$ cat src/rtl/rgbw_frame_decoder_pkg.sv
// rtl/rgbw_frame_decoder_pkg.sv - shared states, command codes and channel indices for the RGBW frame decoder
package rgbw_frame_decoder_pkg;

  typedef enum logic [2:0] {
    ST_IDLE  = 3'd0,
    ST_HDR   = 3'd1,
    ST_COL   = 3'd2,
    ST_PWR   = 3'd3,
    ST_DRAIN = 3'd4
  } state_t;

  localparam logic [7:0]  DEF_CMD_COLOUR  = 8'hA5;
  localparam logic [7:0]  DEF_CMD_POWER   = 8'h5A;
  localparam int unsigned DEF_TIMEOUT_CYC = 12000;

  localparam logic [1:0] CH_R = 2'd0;
  localparam logic [1:0] CH_G = 2'd1;
  localparam logic [1:0] CH_B = 2'd2;
  localparam logic [1:0] CH_W = 2'd3;

  // A frame is "in progress" once the header is awaited and until it is either committed or abandoned.
  function automatic logic is_frame_state(input state_t s);
    return (s == ST_HDR) || (s == ST_COL) || (s == ST_PWR);
  endfunction

endpackage

$ cat src/rtl/rgbw_frame_decoder_cs_sync.sv
// rtl/rgbw_frame_decoder_cs_sync.sv - 2-FF synchroniser with one-cycle rise/fall pulses for an asynchronous pin
module rgbw_frame_decoder_cs_sync (
  input  logic i_clk,
  input  logic i_reset,
  input  logic i_async,
  output logic o_rise,
  output logic o_fall
);

  logic r_meta;
  logic r_sync;
  logic r_prev;

  // Two flops to resolve metastability, a third holds the previous synchronised level for edge detection.
  // Reset to 1 because the pin idles high (chip select deasserted).
  always_ff @(posedge i_clk) begin
    if (i_reset) begin
      r_meta <= 1'b1;
      r_sync <= 1'b1;
      r_prev <= 1'b1;
    end else begin
      r_meta <= i_async;
      r_sync <= r_meta;
      r_prev <= r_sync;
    end
  end

  assign o_rise = r_sync & ~r_prev;
  assign o_fall = ~r_sync & r_prev;

endmodule

$ cat src/rtl/rgbw_frame_decoder.sv
// rtl/rgbw_frame_decoder.sv - parses CS-delimited SPI frames into committed RGBW duties and power enables
module rgbw_frame_decoder
  import rgbw_frame_decoder_pkg::*;
#(
  parameter logic [7:0]  CMD_COLOUR  = DEF_CMD_COLOUR,
  parameter logic [7:0]  CMD_POWER   = DEF_CMD_POWER,
  parameter int unsigned TIMEOUT_CYC = DEF_TIMEOUT_CYC
) (
  input  logic       clk12,
  input  logic       reset,
  input  logic       cs,
  input  logic       rx_rdy,
  input  logic [7:0] rx_data,
  output logic [7:0] red,
  output logic [7:0] green,
  output logic [7:0] blue,
  output logic [7:0] white,
  output logic [3:0] pwr_en,
  output logic       upd,
  output logic       frame_err,
  output logic       dbg
);

  localparam logic [15:0] CNT_LAST = 16'(TIMEOUT_CYC - 1);

  logic       w_cs_rise;
  logic       w_cs_fall;

  state_t     r_state;
  state_t     w_state_next;
  logic       w_commit_col;
  logic       w_commit_pwr;
  logic       w_store;
  logic       w_err_set;
  logic       w_hdr_entry;
  logic       w_col_entry;
  logic       w_timeout;

  logic [1:0]  r_idx;
  logic [7:0]  r_shadow_r;
  logic [7:0]  r_shadow_g;
  logic [7:0]  r_shadow_b;
  logic [15:0] r_cnt;

  logic [7:0] r_red;
  logic [7:0] r_green;
  logic [7:0] r_blue;
  logic [7:0] r_white;
  logic [3:0] r_pwr_en;
  logic       r_upd;
  logic       r_frame_err;

  rgbw_frame_decoder_cs_sync u_cs_sync (
    .i_clk   (clk12),
    .i_reset (reset),
    .i_async (cs),
    .o_rise  (w_cs_rise),
    .o_fall  (w_cs_fall)
  );

  assign w_timeout = (r_cnt == CNT_LAST);

  // State register.
  always_ff @(posedge clk12) begin
    if (reset) begin
      r_state <= ST_IDLE;
    end else begin
      r_state <= w_state_next;
    end
  end

  // Next-state and per-cycle actions. cs_rise is tested first so a byte coinciding with it is dropped;
  // a received byte is tested before the timeout because it restarts the inter-byte interval.
  always_comb begin
    w_state_next = r_state;
    w_commit_col = 1'b0;
    w_commit_pwr = 1'b0;
    w_store      = 1'b0;
    w_err_set    = 1'b0;
    w_hdr_entry  = 1'b0;
    w_col_entry  = 1'b0;
    case (r_state)
      ST_IDLE: begin
        if (w_cs_fall) begin
          w_state_next = ST_HDR;
          w_hdr_entry  = 1'b1;
        end
      end
      ST_HDR: begin
        if (w_cs_rise) begin
          w_state_next = ST_IDLE;
        end else if (rx_rdy) begin
          if (rx_data == CMD_COLOUR) begin
            w_state_next = ST_COL;
            w_col_entry  = 1'b1;
          end else if (rx_data == CMD_POWER) begin
            w_state_next = ST_PWR;
          end else begin
            w_state_next = ST_DRAIN;
            w_err_set    = 1'b1;
          end
        end else if (w_timeout) begin
          w_state_next = ST_DRAIN;
          w_err_set    = 1'b1;
        end
      end
      ST_COL: begin
        if (w_cs_rise) begin
          w_state_next = ST_IDLE;
          w_err_set    = 1'b1;
        end else if (rx_rdy) begin
          if (r_idx == CH_W) begin
            w_state_next = ST_DRAIN;
            w_commit_col = 1'b1;
          end else begin
            w_store = 1'b1;
          end
        end else if (w_timeout) begin
          w_state_next = ST_DRAIN;
          w_err_set    = 1'b1;
        end
      end
      ST_PWR: begin
        if (w_cs_rise) begin
          w_state_next = ST_IDLE;
          w_err_set    = 1'b1;
        end else if (rx_rdy) begin
          w_state_next = ST_DRAIN;
          w_commit_pwr = 1'b1;
        end else if (w_timeout) begin
          w_state_next = ST_DRAIN;
          w_err_set    = 1'b1;
        end
      end
      ST_DRAIN: begin
        if (w_cs_rise) begin
          w_state_next = ST_IDLE;
        end
      end
      default: begin
        w_state_next = ST_IDLE;
      end
    endcase
  end

  // Payload index and shadow bytes; the fourth byte goes straight to the white output, so only three shadows.
  always_ff @(posedge clk12) begin
    if (reset) begin
      r_idx      <= CH_R;
      r_shadow_r <= 8'h00;
      r_shadow_g <= 8'h00;
      r_shadow_b <= 8'h00;
    end else if (w_col_entry) begin
      r_idx <= CH_R;
    end else if (w_store) begin
      r_idx <= r_idx + 2'd1;
      case (r_idx)
        CH_R:    r_shadow_r <= rx_data;
        CH_G:    r_shadow_g <= rx_data;
        default: r_shadow_b <= rx_data;
      endcase
    end
  end

  // Inter-byte timeout counter; saturates at its terminal value so it can never wrap back into range.
  always_ff @(posedge clk12) begin
    if (reset) begin
      r_cnt <= 16'd0;
    end else if (rx_rdy || w_hdr_entry) begin
      r_cnt <= 16'd0;
    end else if (is_frame_state(r_state) && (r_cnt != CNT_LAST)) begin
      r_cnt <= r_cnt + 16'd1;
    end
  end

  // Committed outputs: only a completed frame or reset changes them; the error flag is sticky until a commit.
  always_ff @(posedge clk12) begin
    if (reset) begin
      r_red       <= 8'h00;
      r_green     <= 8'h00;
      r_blue      <= 8'h00;
      r_white     <= 8'h00;
      r_pwr_en    <= 4'h0;
      r_upd       <= 1'b0;
      r_frame_err <= 1'b0;
    end else begin
      r_upd <= w_commit_col | w_commit_pwr;
      if (w_commit_col) begin
        r_red   <= r_shadow_r;
        r_green <= r_shadow_g;
        r_blue  <= r_shadow_b;
        r_white <= rx_data;
      end
      if (w_commit_pwr) begin
        r_pwr_en <= rx_data[3:0];
      end
      if (w_commit_col || w_commit_pwr) begin
        r_frame_err <= 1'b0;
      end else if (w_err_set) begin
        r_frame_err <= 1'b1;
      end
    end
  end

  assign red       = r_red;
  assign green     = r_green;
  assign blue      = r_blue;
  assign white     = r_white;
  assign pwr_en    = r_pwr_en;
  assign upd       = r_upd;
  assign frame_err = r_frame_err;
  assign dbg       = is_frame_state(r_state);

endmodule

$ cat config.mk
export PLATFORM = sky130hd
export DESIGN_NAME = rgbw_frame_decoder
export DESIGN_NICKNAME = d
export VERILOG_FILES = /design/src/rtl/rgbw_frame_decoder_pkg.sv /design/src/rtl/rgbw_frame_decoder_cs_sync.sv /design/src/rtl/rgbw_frame_decoder.sv
export SDC_FILE = /design/constraint.sdc
export NUM_CORES = 1
export LEC_CHECK = 0
export ABC_CLOCK_PERIOD_IN_PS = 2050
export CAP_MARGIN = 5
export CORE_ASPECT_RATIO = 0.9
export CORE_UTILIZATION = 45
export DETAILED_ROUTE_END_ITERATION = 10
export GPL_TIMING_DRIVEN = 0
export HOLD_SLACK_MARGIN = 0.05
export MAX_ROUTING_LAYER = met4
export PLACE_DENSITY = 0.64
export SLEW_MARGIN = 20
export SYNTH_ARGS = -nofsm -noshare
export SYNTH_HDL_FRONTEND = slang
export SYNTH_SLANG_ARGS = --single-unit
$ cat constraint.sdc
create_clock -name clk12 -period 2.05 [get_ports clk12]
set_clock_uncertainty 0.05 [all_clocks]
set_input_delay 0.205 -clock clk12 [delete_from_list [all_inputs] [get_ports clk12]]
set_output_delay 0.205 -clock clk12 [all_outputs]
set_load 0.05 [all_outputs]
---- Word-level counts from Yosys, hierarchy flattened ----
Index checks and enable logic that the tools add are counted.
word-level totals
  register bits ........................... 86
operators by class
  equality and inequality tests ........... 13
  reduce and logical (&&, ||, !) cells .... 16
  bitwise operators ....................... 7
  $add $sub $neg .......................... 2
  mux-type cells .......................... 38
operators with widths
  operator                                                                    number
  3-bit 2-to-1 mux                                                            12
  1-bit 2-to-1 mux                                                            24
  16-bit by 1-bit adder with 16-bit output (second input constant)            1
  16-bit by 14-bit equality test with 1-bit output (second input constant)    1
  16-bit by 14-bit inequality test with 1-bit output (second input constant)  1
  3-bit one-hot mux with 5 select lines                                       1
  3-bit AND reduction                                                         4
  2-bit OR reduction                                                          5
  8-bit by 7-bit equality test with 1-bit output (second input constant)      1
  8-bit equality test (second input constant)                                 1
  3-bit by 2-bit equality test with 1-bit output (second input constant)      2
  1-bit logical OR                                                            4
  2-bit by 1-bit inequality test with 1-bit output (second input constant)    2
  4-bit by 3-bit inequality test with 1-bit output (second input constant)    1
  1-bit NOT                                                                   4
  3-bit by 1-bit equality test with 1-bit output (second input constant)      1
  3-bit equality test (second input constant)                                 1
  3-bit logical NOT                                                           1
  2-bit by 1-bit adder with 2-bit output (second input constant)              1
  1-bit AND                                                                   2
  2-bit by 1-bit equality test with 1-bit output (second input constant)      1
  2-bit equality test (second input constant)                                 1
  2-bit logical NOT                                                           1
  1-bit one-hot mux with 2 select lines                                       1
  2 further kinds                                                             2

---- Logic depth before layout (Yosys ltp) ----
  word-level depth ........................ 7
  gate-level depth with buffers ........... 7
  gate-level depth less buffers ........... 6

---- By module ----
From an unflattened synthesis, not the netlist that was laid out.
second synthesis, totals
  cell total of the unflattened synthesis .. 414
  area, all modules ....................... 3,468.3 sq um
modules (own cells, without submodules)
  module                      times used  cells each  sequential area each (sq um)  area each (sq um)
  rgbw_frame_decoder          1           406         1,661.6                       3,375.7
  rgbw_frame_decoder_cs_sync  1           8           60.1                          92.6

---- Least setup slack after synthesis ----
Ideal clock, no wire load.
  kind .................................... register to register
  start ................................... register r_idx[0]
  end ..................................... register r_shadow_b[0]
  library setup time ...................... 0.128 ns
  stages on the path, launching flop included .. 8
  path buffers ............................ 1
  path slack .............................. 0.316 ns
  arrival ................................. 1.557 ns
  path through ............................ dfxtp_1 ha_1 nor2_1 nand4_4 or3_1 buf_6 mux2i_1 nor2_1
between the ends
  cells in the longest elaborated chain, start to end .. 6
RTL lines
  what                                      RTL line                   RTL
  start, declared                           rgbw_frame_decoder.sv:39   logic [1:0] r_idx;
  start signal, assigned                    rgbw_frame_decoder.sv:156  r_idx <= r_idx + 2'd1;
  2-bit equality test                       rgbw_frame_decoder.sv:112  if (r_idx == CH_W) begin
  1-bit 2-to-1 mux                          rgbw_frame_decoder.sv:112
  1-bit 2-to-1 mux                          rgbw_frame_decoder.sv:111  end else if (rx_rdy) begin
  1-bit 2-to-1 mux                          rgbw_frame_decoder.sv:108  if (w_cs_rise) begin
  1-bit 2-to-1 mux                          rgbw_frame_decoder.sv:82   case (r_state)
  3-bit AND reduction (no source line) (*)  --
  end signal, assigned                      rgbw_frame_decoder.sv:160  default: r_shadow_b <= rx_data;
  end, declared                             rgbw_frame_decoder.sv:42   logic [7:0] r_shadow_b;
Every way passes the cells marked *; elsewhere a longest branch is shown, timed or not.
A chain may end at the register's enable or synchronous reset.

---- Final worst setup path ----
  start ................................... register r_cnt[0]
  end ..................................... register r_frame_err, in the netlist frame_err
between the ends
  cells in the longest elaborated chain, start to end .. 5
RTL lines
  what                                                  RTL line                                                                         RTL
  start, declared                                       rgbw_frame_decoder.sv:43                                                         logic [15:0] r_cnt;
  start signal, assigned                                rgbw_frame_decoder.sv:172                                                        r_cnt <= r_cnt + 16'd1;
  16-bit by 14-bit equality test with 1-bit output (*)  rgbw_frame_decoder.sv:61                                                         assign w_timeout = (r_cnt == CNT_LAST);
  1-bit 2-to-1 mux (*)                                  rgbw_frame_decoder.sv:102, rgbw_frame_decoder.sv:118, rgbw_frame_decoder.sv:130
  1-bit 2-to-1 mux, on equally long branches            rgbw_frame_decoder.sv:111, rgbw_frame_decoder.sv:92
  1-bit 2-to-1 mux, on equally long branches            rgbw_frame_decoder.sv:108, rgbw_frame_decoder.sv:90
  1-bit one-hot mux with 2 select lines (*)             rgbw_frame_decoder.sv:82
  end signal, assigned                                  rgbw_frame_decoder.sv:185                                                        r_frame_err <= 1'b0;
  end signal, assigned                                  rgbw_frame_decoder.sv:198                                                        r_frame_err <= 1'b0;
  end signal, assigned                                  rgbw_frame_decoder.sv:200                                                        r_frame_err <= 1'b1;
  end, declared                                         rgbw_frame_decoder.sv:51                                                         logic r_frame_err;
Marks and branches as above.

==> summary.txt <==
Final layout
  • Final net count: 463
  • Layout cells sized above 1: under 10%
  • Post-Layout Cell Count: around 550
  • # diodes: 0
  • P&R area growth vs syn: 23.88%
  • Core Util, Final: a little under three fifths
  • Most frequent cells in the layout: dfxtp_1, nand2_1, nor2_1
  • Most common cell after layout, fill and taps aside: dfxtp_1

Clocking
  • Clock-pin slew on the worst setup and hold paths: about 0.09 ns
  • # clock sinks: 86
  • CTS tree: built
  • CTS Buffer Depth: 2
  • CTS Root Cell: clkbuf_8
  • Clock latency on the worst-skew pair: 0.35 ns
  • H-tree levels: 3
  • Setup Buffers After CTS: 0
  • CTS Buf Count: 9

Synth
  • Compound-cell area share of the yosys netlist: under 10%
  • Yosys cell types: 44
  • Post-Synth XOR/XNOR Area: between 4 and 5%
  • Synth Area in Adders: 1.441%
  • Yosys warns: 0
  • Synthesized flop and latch total: 86
  • Post-synthesis simple-gate area fraction: 23.96%
  • Mux cell area share after synthesis: approximately 8.4%
  • Syn_nets: 404
  • Sequential fraction of the synthesis area: 49.57%
  • Synthesized area: 0.003473 mm²
  • Largest family of logic cells by synthesized area: simple AND/OR/NAND/NOR gates
  • Cells after synthesis: between 300 and 400
  • Avg Cell Area, Syn: approximately 9.0 µm²

Global route
  • Largest net degree at the start of global routing: 16
  • GR Overflow Total: 0
  • Overall routing resource usage: approximately 20%
  • Global-route wire length before repair: 12.06 mm
  • Vias in the first global route: 2478
  • Initial antenna violation count: 0

Pwr
  • Switching Fraction: 23.02%
  • Reg power frac: 54.7%
  • P_leak: between 0.0015 and 0.002 µW
  • Internal Power: 2360 µW
  • Clock power frac: 41.1%
  • Net switching power: a little over 700 µW
  • Comb pwr share: under 10%
  • PD cells: 712.5 mW/mm²
  • Peak supply drop: approximately 0.36 mV

Floorplan
  • Initial core utilization: between 40% and 50%
  • Die extent in x: between 90 and 100 µm
  • Die ar.: 0.008074 mm²
  • I/O pin total: 51
  • FP Rows: 30
  • Core area: ~0.0075 mm²
  • Die height: between 80 and 90 µm

Timing
  • Period minus WS final: between 1.5 and 2 ns
  • Final hold violation count: 0
  • Hold Worst Slack: roughly 0.19 ns
  • Final Setup Violations: 0
  • Slew headroom: roughly 63%
  • Worst slew pin tran: 0.5486 ns
  • RSZ-0062 raised after global routing: no
  • Slew Limit Fails: 0
  • Setup Total Neg Slack: 0 ns
  • Period utilization: 90.84%
  • Fmax: between 0.5 and 0.6 GHz

Route
  • DR vias/cell: roughly 5.0
  • Average wire per standard cell: 13.56 µm
  • Iter 0 DRT Violations: slightly below 100
  • Drt total wl: around 7.4 mm
  • Routed Antenna Nets: 0
  • Vias after detailed routing: 2740
  • First-pass DRT Iterations: 6
  • Remaining DRCs: 0

Worst setup path
  • Crit path max fanout: 8
  • Critical Path AT: between 2 and 2.5 ns
  • Critical path endpoint category: register
  • WS Path Type: reg -> reg
  • Worst R2R Start: r_cnt[0]$_SDFFE_PP0P_
  • R2R cell count: 7
  • Crit start category: register
  • R2R Setup Slk: roughly 0.19 ns
  • Worst endpoint required time: between 2 and 2.5 ns
  • Worst r2r dst: frame_err$_SDFFE_PP0P_

Flow run
  • Maxcap violations: 0

Min path
  • Worst hold path endpoint: upd$_SDFF_PP0_
  • Tightest Hold Check Type: in -> reg
  • Hold Path Depth: 3
  • Hold path start: rx_rdy

Placement
  • Cells after DPL: about 530
  • HPWL Detailed: roughly 5.2 mm
  • Placer Congestion: ~0.77
  • IO buf count: 48

Run status
  • Status: complete, no violations
==> per-stage QoR <==
stage / cell area, µm² / total power [µW] / worst slack (ns)
6_report: 4303 / 3066 / 0.1878
5_1_grt: 4303 / 3180 / 0.07008
4_1_cts: 4289 / 3109 / 0.06060
3_5_place_dp: 4074 / 1844 / -0.1295
3_3_place_gp: 4074 / 1844 / -0.1239
2_1_floorplan: 3473 / 1786 / 0.3155
==> worst max path at each step <==
| stage | slack [ns] | from | end |
|---|---|---|---|
| final | 0.19 | r_cnt[0]$_SDFFE_PP0P_ | frame_err$_SDFFE_PP0P_ |
| after global routing | 0.07 | r_state[1]$_SDFFE_PP0P_ | blue[7]$_SDFFE_PP0P_ |
| after CTS | 0.06 | r_state[0]$_SDFFE_PP0P_ | dbg |
| after detailed placement | -0.13 | rx_data[2] | r_state[2]$_SDFFE_PP0P_ |
| after global placement | -0.12 | rx_data[6] | r_state[2]$_SDFFE_PP0P_ |
| after floorplan | 0.32 | r_idx[0]$_SDFFE_PP0P_ | r_shadow_b[0]$_SDFFE_PP0P_ |
==> per-layer routing <==
| layer | global-route usage [%] | up-vias | wire length (µm) |
|---|---|---|---|
| li1 | - | 1417 | - |
| met3 | 4.391 | 8 | 321 |
| met5 | - | - | 0 |
| met4 | 7.025 | 0 | 72 |
| met2 | 29.23 | 52 | 3285 |
| met1 | 27.11 | 1263 | 3755 |
==> logic make-up after synthesis <==
group,Yosys count
multiplexers,29
AND/OR/NAND/NOR,176
flip-flops,86
XOR/XNOR,16
buffers and inverters,30
adder cells (fa/ha/maj),4
AO/OA/AOI/OAI,47
==> critical path: stages (launching register included) <==
cell	delay (ns)
dfxtp_1	0.38
ha_1	0.19
nand4_1	0.12
and4b_1	0.27
buf_4	0.16
nor2_2	0.06
a211o_1	0.30
a211oi_1	0.24
==> power groups by stage <==
stage | Sequential, µW | Combinational (µW) | Clock [µW]
floorplan | 1720 | 66.6 | 0
global placement | 1720 | 127 | 0
detailed placement | 1720 | 128 | 0
CTS | 1680 | 127 | 1300
global route | 1680 | 138 | 1360
finish | 1680 | 128 | 1260
==> what timing repair did <==
action,4_1_cts,5_1_grt
cloned,0,0
endpoints found under the hold margin,0,0
endpoints found under the setup margin,1,7
resized for setup,1,6
hold buffers,0,0
==> synth_stat cells <==
cell type  number  share of area, %
a311o_1         1              0.29
nor3_1          7               1.0
nand2b_1        1              0.18
nand4_4         1              0.61
xnor2_1         8               2.0
o22ai_1         1              0.18
dfxtp_1        86                50
or3b_1          1              0.25
nor4_1          4              0.72
ha_1            4               1.4
clkbuf_1        9              0.97
o21ai_0         3              0.43
nor3b_1         2              0.43
nand2_1        76               8.2
a221oi_1        1              0.25
and2b_4         1              0.29
nand3_4         1              0.50
nor2_1         53               5.7
and4b_1         2              0.58
a211oi_1        2              0.43
a21boi_0        1              0.22
o21bai_1        1              0.22
a21oi_1        33               4.8
nor4b_2         1              0.43
nand4_1         2              0.36
buf_4           3              0.65
inv_1           7              0.76
nor4bb_1        4               1.2
a22oi_1         1              0.22
a32o_1          1              0.29
nor3b_2         1              0.36
or2_2           5              0.90
a211o_1         1              0.25
nor2b_1         2              0.36
xor2_1          8               2.0
a311oi_1        1              0.25
and3_1          2              0.36
nand3_1         8               1.2
nor2_2          1              0.18
buf_6           5               1.6
or3_1           1              0.18
clkbuf_2        1              0.14
buf_2           5              0.72
mux2i_1        29               8.4
==> flip-flops by register name, indices dropped and copies added, names as in the netlist <==
register,flops
r_shadow_r,8
white,8
r_shadow_b,8
blue,8
r_idx,2
u_cs_sync.r_sync,1
u_cs_sync.r_prev,1
red,8
r_cnt,16
frame_err,1
r_shadow_g,8
u_cs_sync.r_meta,1
green,8
r_state,3
pwr_en,4
upd,1
==> final cells by class <==
type | instances | area (µm²)
Buffer | 23 | 145.1
Multi-Input combinational cell | 272 | 1598
Sequential cell | 86 | 1722
Inverter | 7 | 26.28
Tap cell | 96 | 120.1
Clock buffer | 11 | 151.4
Fill cell | 722 | 3204
Clock inverter | 5 | 65.06
Timing Repair Buffer | 48 | 475.5
Note: power is estimated with default switching activity, not from simulation.
